$ cat src/rtl/freq_meter_ctrl.sv
// -----------------------------------------------------------------------------
// freq_meter_ctrl
//
// Purpose
//    Measurement sequencer for the frequency-meter datapath. The datapath is a
//    decade counter chain, then display load registers, then 7-segment
//    decoders. Each measurement runs the same fixed sequence:
//       1. Hold the counter clear low.
//       2. Open a gate window of fixed length. During the window the
//          synchronized input signal is passed to the counter chain.
//       3. Pulse the display-register load for one cycle.
//       4. Pulse done for one cycle.
//    The block runs either a single measurement or repeats continuously. It
//    also captures whether the most-significant decade overflowed during
//    the window.
//
// Parameters
//    GATE_CYCLES : clk cycles the gate stays open (>= 2)
//    CLR_CYCLES  : clk cycles cnt_clr_n is held low before the gate (>= 1)
//
// Ports
//    clk        in   system clock, rising edge
//    reset      in   asynchronous active-low reset, clears all state
//    start      in   level, sampled in IDLE, begins a measurement
//    cont       in   level, 1 = restart at CLEAR after DONE without start
//    stop       in   synchronous abort back to IDLE
//    sig_in     in   asynchronous signal under measurement
//    ovf_in     in   carry-out of the most-significant decade counter
//    gated_sig  out  carry-in of the least-significant decade
//    cnt_clr_n  out  active-low clear to the decade counters
//    load       out  load enable to the display registers
//    gate       out  1 while the gate window is open
//    busy       out  1 in every state except IDLE
//    done       out  one-cycle pulse after load
//    overflow   out  1 = last completed measurement overflowed
// -----------------------------------------------------------------------------
module freq_meter_ctrl #(
   parameter int GATE_CYCLES = 1000,
   parameter int CLR_CYCLES  = 2
) (
   input  logic clk,
   input  logic reset,
   input  logic start,
   input  logic cont,
   input  logic stop,
   input  logic sig_in,
   input  logic ovf_in,
   output logic gated_sig,
   output logic cnt_clr_n,
   output logic load,
   output logic gate,
   output logic busy,
   output logic done,
   output logic overflow
);

   // One timer serves both CLEAR and GATE. It is sized for whichever
   // phase is longer.
   localparam int TW = (GATE_CYCLES > 1) ? $clog2(GATE_CYCLES) : 1;
   localparam int CW = (CLR_CYCLES > 1) ? $clog2(CLR_CYCLES) : 1;
   localparam int W  = (TW > CW) ? TW : CW;

   localparam logic [W-1:0] GATE_LAST = W'(GATE_CYCLES - 1);
   localparam logic [W-1:0] CLR_LAST  = W'(CLR_CYCLES - 1);

   typedef enum logic [2:0] {
      ST_IDLE  = 3'd0,
      ST_CLEAR = 3'd1,
      ST_GATE  = 3'd2,
      ST_LATCH = 3'd3,
      ST_DONE  = 3'd4
   } state_t;

   state_t         state_reg;
   logic [W-1:0]   timer_reg;
   logic           ovf_pend_reg;
   logic           ovf_d_reg;

   logic           gated_sig_reg;
   logic           cnt_clr_n_reg;
   logic           load_reg;
   logic           gate_reg;
   logic           busy_reg;
   logic           done_reg;
   logic           overflow_reg;

   // -------------------------------------------------------------------------
   // Two-flop synchronizers for both asynchronous inputs.
   // Bit 0 carries sig_in and bit 1 carries ovf_in.
   // -------------------------------------------------------------------------
   logic [1:0] async_in;
   logic [1:0] sync_out;

   assign async_in = {ovf_in, sig_in};

   generate
      for (genvar gi = 0; gi < 2; gi++) begin : g_sync
         logic s1_reg;
         logic s2_reg;

         always_ff @(posedge clk or negedge reset) begin
            if (!reset) begin
               s1_reg <= 1'b0;
               s2_reg <= 1'b0;
            end else begin
               s1_reg <= async_in[gi];
               s2_reg <= s1_reg;
            end
         end

         assign sync_out[gi] = s2_reg;
      end
   endgenerate

   logic sig_s2;
   logic ovf_s2;
   logic ovf_rise;

   assign sig_s2   = sync_out[0];
   assign ovf_s2   = sync_out[1];
   // The decade carry is a level that may stay high for many cycles.
   // Only a fresh 0->1 transition means the chain wrapped.
   assign ovf_rise = ovf_s2 & ~ovf_d_reg;

   // -------------------------------------------------------------------------
   // Sequencer. Every output is a register. Each output is updated on the
   // edge that enters the state driving it, so the outputs line up exactly
   // with the state boundaries.
   // -------------------------------------------------------------------------
   always_ff @(posedge clk or negedge reset) begin
      if (!reset) begin
         state_reg     <= ST_IDLE;
         timer_reg     <= '0;
         ovf_pend_reg  <= 1'b0;
         ovf_d_reg     <= 1'b0;
         gated_sig_reg <= 1'b0;
         cnt_clr_n_reg <= 1'b1;
         load_reg      <= 1'b0;
         gate_reg      <= 1'b0;
         busy_reg      <= 1'b0;
         done_reg      <= 1'b0;
         overflow_reg  <= 1'b0;
      end else begin
         ovf_d_reg <= ovf_s2;

         if (stop) begin
            // Abort: drop everything except the last completed result.
            // No load and no done are issued for the aborted measurement.
            state_reg     <= ST_IDLE;
            timer_reg     <= '0;
            gated_sig_reg <= 1'b0;
            cnt_clr_n_reg <= 1'b1;
            load_reg      <= 1'b0;
            gate_reg      <= 1'b0;
            busy_reg      <= 1'b0;
            done_reg      <= 1'b0;
         end else begin
            case (state_reg)
               ST_IDLE: begin
                  if (start) begin
                     state_reg     <= ST_CLEAR;
                     timer_reg     <= '0;
                     cnt_clr_n_reg <= 1'b0;
                     busy_reg      <= 1'b1;
                  end
               end

               ST_CLEAR: begin
                  // A carry seen while the counters are being cleared is
                  // stale. It must not count against this measurement.
                  ovf_pend_reg <= 1'b0;
                  if (timer_reg == CLR_LAST) begin
                     state_reg     <= ST_GATE;
                     timer_reg     <= '0;
                     cnt_clr_n_reg <= 1'b1;
                     gate_reg      <= 1'b1;
                     gated_sig_reg <= sig_s2;
                  end else begin
                     timer_reg <= timer_reg + W'(1);
                  end
               end

               ST_GATE: begin
                  if (ovf_rise) begin
                     ovf_pend_reg <= 1'b1;
                  end
                  if (timer_reg == GATE_LAST) begin
                     state_reg     <= ST_LATCH;
                     gate_reg      <= 1'b0;
                     // gated_sig falls here if sig was high. The counter
                     // sees that as one more edge. This gives the usual
                     // +/-1 count quantization of a gated counter.
                     gated_sig_reg <= 1'b0;
                     load_reg      <= 1'b1;
                     // A rise on the final gate cycle still belongs to
                     // this window. Fold it in directly, because
                     // ovf_pend_reg only updates on this same edge.
                     overflow_reg  <= ovf_pend_reg | ovf_rise;
                  end else begin
                     timer_reg     <= timer_reg + W'(1);
                     gated_sig_reg <= sig_s2;
                  end
               end

               ST_LATCH: begin
                  // load is high for one full clk period. Display
                  // registers that capture on the falling edge therefore
                  // sample exactly once.
                  state_reg <= ST_DONE;
                  load_reg  <= 1'b0;
                  done_reg  <= 1'b1;
               end

               ST_DONE: begin
                  done_reg <= 1'b0;
                  if (cont) begin
                     state_reg     <= ST_CLEAR;
                     timer_reg     <= '0;
                     cnt_clr_n_reg <= 1'b0;
                  end else begin
                     state_reg <= ST_IDLE;
                     busy_reg  <= 1'b0;
                  end
               end

               default: begin
                  state_reg     <= ST_IDLE;
                  timer_reg     <= '0;
                  gated_sig_reg <= 1'b0;
                  cnt_clr_n_reg <= 1'b1;
                  load_reg      <= 1'b0;
                  gate_reg      <= 1'b0;
                  busy_reg      <= 1'b0;
                  done_reg      <= 1'b0;
               end
            endcase
         end
      end
   end

   assign gated_sig = gated_sig_reg;
   assign cnt_clr_n = cnt_clr_n_reg;
   assign load      = load_reg;
   assign gate      = gate_reg;
   assign busy      = busy_reg;
   assign done      = done_reg;
   assign overflow  = overflow_reg;

endmodule

$ cat config.mk
export PLATFORM = sky130hd
export DESIGN_NAME = freq_meter_ctrl
export DESIGN_NICKNAME = d
export VERILOG_FILES = /design/src/rtl/freq_meter_ctrl.sv
export SDC_FILE = /design/constraint.sdc
export NUM_CORES = 1
export LEC_CHECK = 0
export CAP_MARGIN = 40
export CORE_UTILIZATION = 55
export DETAILED_ROUTE_END_ITERATION = 6
export PLACE_DENSITY = 0.81
export SLEW_MARGIN = 20
export SYNTH_ARGS = -nofsm -noshare
export SYNTH_HDL_FRONTEND = slang
export SYNTH_SLANG_ARGS = --single-unit
$ cat constraint.sdc
create_clock -name clk -period 2.25 [get_ports clk]
set_input_delay 0.45 -clock clk [delete_from_list [all_inputs] [get_ports clk]]
set_output_delay 0.45 -clock clk [all_outputs]
set_load 0.02 [all_outputs]
-- Yosys cells after proc, flatten, opt, wreduce, memory -nomap -nowiden
Index checks and enable logic that the tools add are counted.
- memories kept: 0
- memory bits (writable): 0
- register bits: 26
- latch bits: 0
- ROM bits: 0
- input bits: 7
- output and inout port bits: 7
- multiplexer cells: 35
- reduce and logical (&&, ||, !) cells: 16
- shift operators: 0
- eq/ne operators: 19
- multiply operators: 0
- bitwise gates (word level): 4
- div/mod/pow operators: 0
- add/sub/neg operators: 1
- $lt $le $gt $ge: 0
- operators by type and width (operator ; count):
    two-way mux 10 bit ; 5
    one-hot mux 10 bit (5 select lines) ; 1
    != test 3 bit (second input constant) ; 6
    two-way mux 1 bit ; 17
    one-hot mux 3 bit (5 select lines) ; 1
    AND reduction 3 bit ; 5
    two-way mux 3 bit ; 4
    OR reduction 3 bit ; 4
    adder 10 x 1 -> 10 bit (second input constant) ; 1
    == test 10 x 1 -> 1 bit (second input constant) ; 1
    == test 10 bit (second input constant) ; 1
    != test 2 x 1 -> 1 bit (second input constant) ; 5
    one-hot mux 1 bit (3 select lines) ; 3
    AND reduction 4 bit ; 2
    == test 3 x 2 -> 1 bit (second input constant) ; 2
    one-hot mux 1 bit (2 select lines) ; 3
    != test 2 bit (second input constant) ; 2
    one-hot mux 1 bit (4 select lines) ; 1
    AND reduction 2 bit ; 2
    == test 3 x 1 -> 1 bit (second input constant) ; 1
    == test 3 bit (second input constant) ; 1
    zero test 3 bit ; 1
    NOT 1 bit ; 2
    nonzero test 2 bit ; 1
    3 further kinds ; 3

-- Depth between registers and ports, before layout
- depth in word-level cells: 4
- depth in mapped cells: 7
- depth with buffers taken out: 7

-- Worst setup path before layout
OpenSTA, ideal clock, no wires.
- path kind: input-to-reg
- start: input stop
- end: register timer_reg[3]
- required time: 2.129 ns
- setup slack: 0.228 ns
- library setup time: 0.121 ns
- stages: 6
- arrival time: 1.901 ns
- path through: buf_6 -> or4b_4 -> nor4_4 -> or2_1 -> nor2_2 -> a22o_1
- cells in the longest elaborated chain, start to end: 2
- elaborated cells between the ends (all ways): 6
- ends and longest elaborated chain (item ; RTL line ; RTL):
    from (decl) ; 45 ; input logic stop,
    != test 3 bit (no line) / != test 2 bit (equally long branches) ; - ;
    AND reduction 4 bit (no line) ; - ;
    to (signal assigned) ; 179 ; timer_reg <= timer_reg + W'(1);
    to (signal assigned) ; 200 ; timer_reg <= timer_reg + W'(1);
    to (decl) ; 75 ; logic [W-1:0] timer_reg;
Several ways; a longest one is shown, not always the timed one.
A chain may end at the register's enable or synchronous reset.

-- Worst setup path after layout
Same ends and word-level chain as after synthesis.

==> qor.txt <==
Crit Path Category -> input pin to flop
Net Count, Synth -> 147
max cap viols -> 0
fin. max-slew vios -> 0
clk sinks -> 26
Cell variety after synth -> 39
CP Launch Type -> input pin
relative slew slack -> 71.7%
PostCTS Resize Cnt -> 0
Critical Path RT -> 2.47 ns
vias -> 1,129
Clock transition at path regs -> 0.13 ns
top cells by count, synth -> dfrtp_1, nor2_1, o21ai_0
CTS Hold Bufs -> 0
outcome -> complete, no violations
crit end category -> flop
Yosys reg bits -> 26
# IOs -> 14
Die Ht -> 51.2 um
CP arrival -> 2.25 ns
post-layout minimum cycle time -> 2.04 ns
First DRT Iteration DRCs -> 40
initial antenna violation count -> 0
YS warnings -> 0
Synth Instances -> 138
# diodes -> 0
CTS max path bufs -> 2
Fillers -> 180
worst hold slack -> 0.371 ns
Area contributors post-synth -> dfrtp_1, o21ai_0, nor2_1, xnor2_1, a21oi_1
asr flop ratio synth -> 100%
buffers plus inverters on the worst setup path -> 1
CTS tree -> built
die width -> 51.2 um
max FFs per register -> 10
Top FF cell, synth -> dfrtp_1
share of layout cells above drive strength 1 -> 15.3%
leak pwr -> 0.698 nW
vias in the first global route -> 1,157
layout net count -> 173
post-route ant nets -> 0
input/output buffers -> 13
worst skew pair latency -> 0.31 ns
clock buffer count from CTS -> 3
setup TNS -> 0 ns
final hold violations -> 0
Pwr Density -> 678 nW/um2
Max IR drop VDD -> 0.494 mV
clk_skew -> 0.00472 ns
hold path cells -> 0
die footprint -> 2620 um2
Worst path slowest cell -> or4b_4
gr ovfl total -> 0
GRT Resource Usage Total -> 26.7%
DR vias/cell -> 5.91
worst r2r dst -> timer_reg[3]
Placer Congestion -> 0.930
H-tree levels -> 1
first-pass GRT wire length -> 5.09 mm
actual slew at the worst max-slew pin -> 0.420 ns
slowest stage delay, CP -> 0.56 ns
type of the tightest min-delay check -> flop to flop
delay-heaviest family, CP -> simple AND/OR/NAND/NOR gates
CORE AREA -> 2250 um2
DRC -> 0
Final Cycle Share -> 90.5%
hold endpoint -> g_sync[1].s2_reg
site row count -> 17
setup violators final -> 0
Yosys top cell area share -> 47.0%
postcts setup bufs -> 0
WL/cell -> 14.9 um
area growth from synthesis to layout -> 19.8%
Pre-antenna DRT Iters -> 4
Syn Std Cell Area -> 1330 um2
Reg2Reg Depth -> 5
largest fanout on the critical path -> 4
clock root buffer master -> clkbuf_4
total power -> 1.08 mW
Design Area, Final -> 1590 um2
CP cell instances -> clkdlybuf4s50_1 > or4b_4 > nor4_4 > or2_1 > nor2_2 > a22o_1
reg2reg start -> state_reg[2]
hold_sp -> g_sync[1].s1_reg
HPWL after DPL -> 2.17 mm
syn avg cell area -> 9.64 um2
Routed WL -> 2.85 mm
CP Depth -> 6
most frequent cell after synthesis -> dfrtp_1
RSZ-0062 raised after global routing -> no
placed inst area -> 1560 um2
Peak Freq -> 491 MHz
sequential fraction of the synthesis area -> 49.0%
Starting Density -> 59.0%
largest area contributor in the synthesized netlist -> dfrtp_1
reg2reg setup slack -> 0.23 ns
largest net degree at the start of global routing -> 27
number of synthesized flops with an enable pin -> 0
-- cell type report --
class / instances / area [um2] / share of cell area [%]
Clock buffer: 4 / 26.3 / 1.65
Timing Repair Buffer: 25 / 220 / 13.8
Inverter: 6 / 22.5 / 1.41
Sequential cell: 26 / 652 / 40.9
Multi-Input combinational cell: 102 / 638 / 40.0
Tap cell: 28 / 35.0 / 2.20
-- routing by layer --
layer / wire length [um] / vias up / global-route usage, %
li1: - / 549 / -
met1: 1280 / 540 / 33.6
met2: 1430 / 38 / 46.3
met3: 131 / 2 / 4.76
met4: 12 / 0 / 8.33
met5: 0 / - / 0
-- logic make-up (layout without fill, tap and decap cells) --
| family | Yosys count | count (layout) | share of synthesized area, % |
|---|---|---|---|
| xor gates and xnor gates | 5 | 5 | 3.29 |
| and+or+nand+nor | 63 | 63 | 26.4 |
| muxes | 1 | 1 | 0.847 |
| DFF | 26 | 26 | 49.0 |
| buffers and inverters | 10 | 35 | 3.48 |
| adders and majority gates | 2 | 2 | 1.88 |
| AOI/OAI and AO/OA | 31 | 31 | 15.1 |
-- stage by stage --
| step | instances | setup slack, ns | util [%] |
|---|---|---|---|
| 4_1_cts | 191 | 0.0484 | 70.4 |
| 3_5_place_dp | 187 | -0.110 | 69.3 |
| 3_3_place_gp | 187 | -0.102 | 69.3 |
| 6_report | 191 | 0.214 | 70.7 |
| 5_1_grt | 191 | 0.0758 | 70.7 |
| 2_1_floorplan | 138 | 0.228 | - |
-- worst max path at each step --
stage,start,to,slack [ns]
floorplan,stop,timer_reg[3],0.23
global placement,stop,timer_reg[3],-0.10
detailed placement,stop,timer_reg[3],-0.11
CTS,timer_reg[1],timer_reg[3],0.05
global route,timer_reg[1],timer_reg[3],0.08
finish,stop,timer_reg[3],0.21
-- where the power goes --
group | switching (mW) | internal, mW
sequential | 0.0430 | 0.515
clock | 0.127 | 0.0692
combinational | 0.180 | 0.147
-- cells in the final DEF (no fill, tap or decap), drive strengths merged, types with 2 or more instances in the layout --
master         netlist  layout
inv                  6       6
clkdlybuf4s50        0      13
nor3                 5       5
ha                   2       2
xnor2                5       5
nor2b                2       2
o21ai               13      13
a31oi                3       3
nor4                 7       7
nand3                6       6
and3                 2       2
nand2                9       9
nand2b               2       2
buf                  2      12
clkbuf               2       4
a22o                 4       4
dfrtp               25      25
nor2                18      18
or4b                 2       2
or2                  2       2
or3                  2       2
a21oi                8       8
Power figures use the tool's default switching activity.
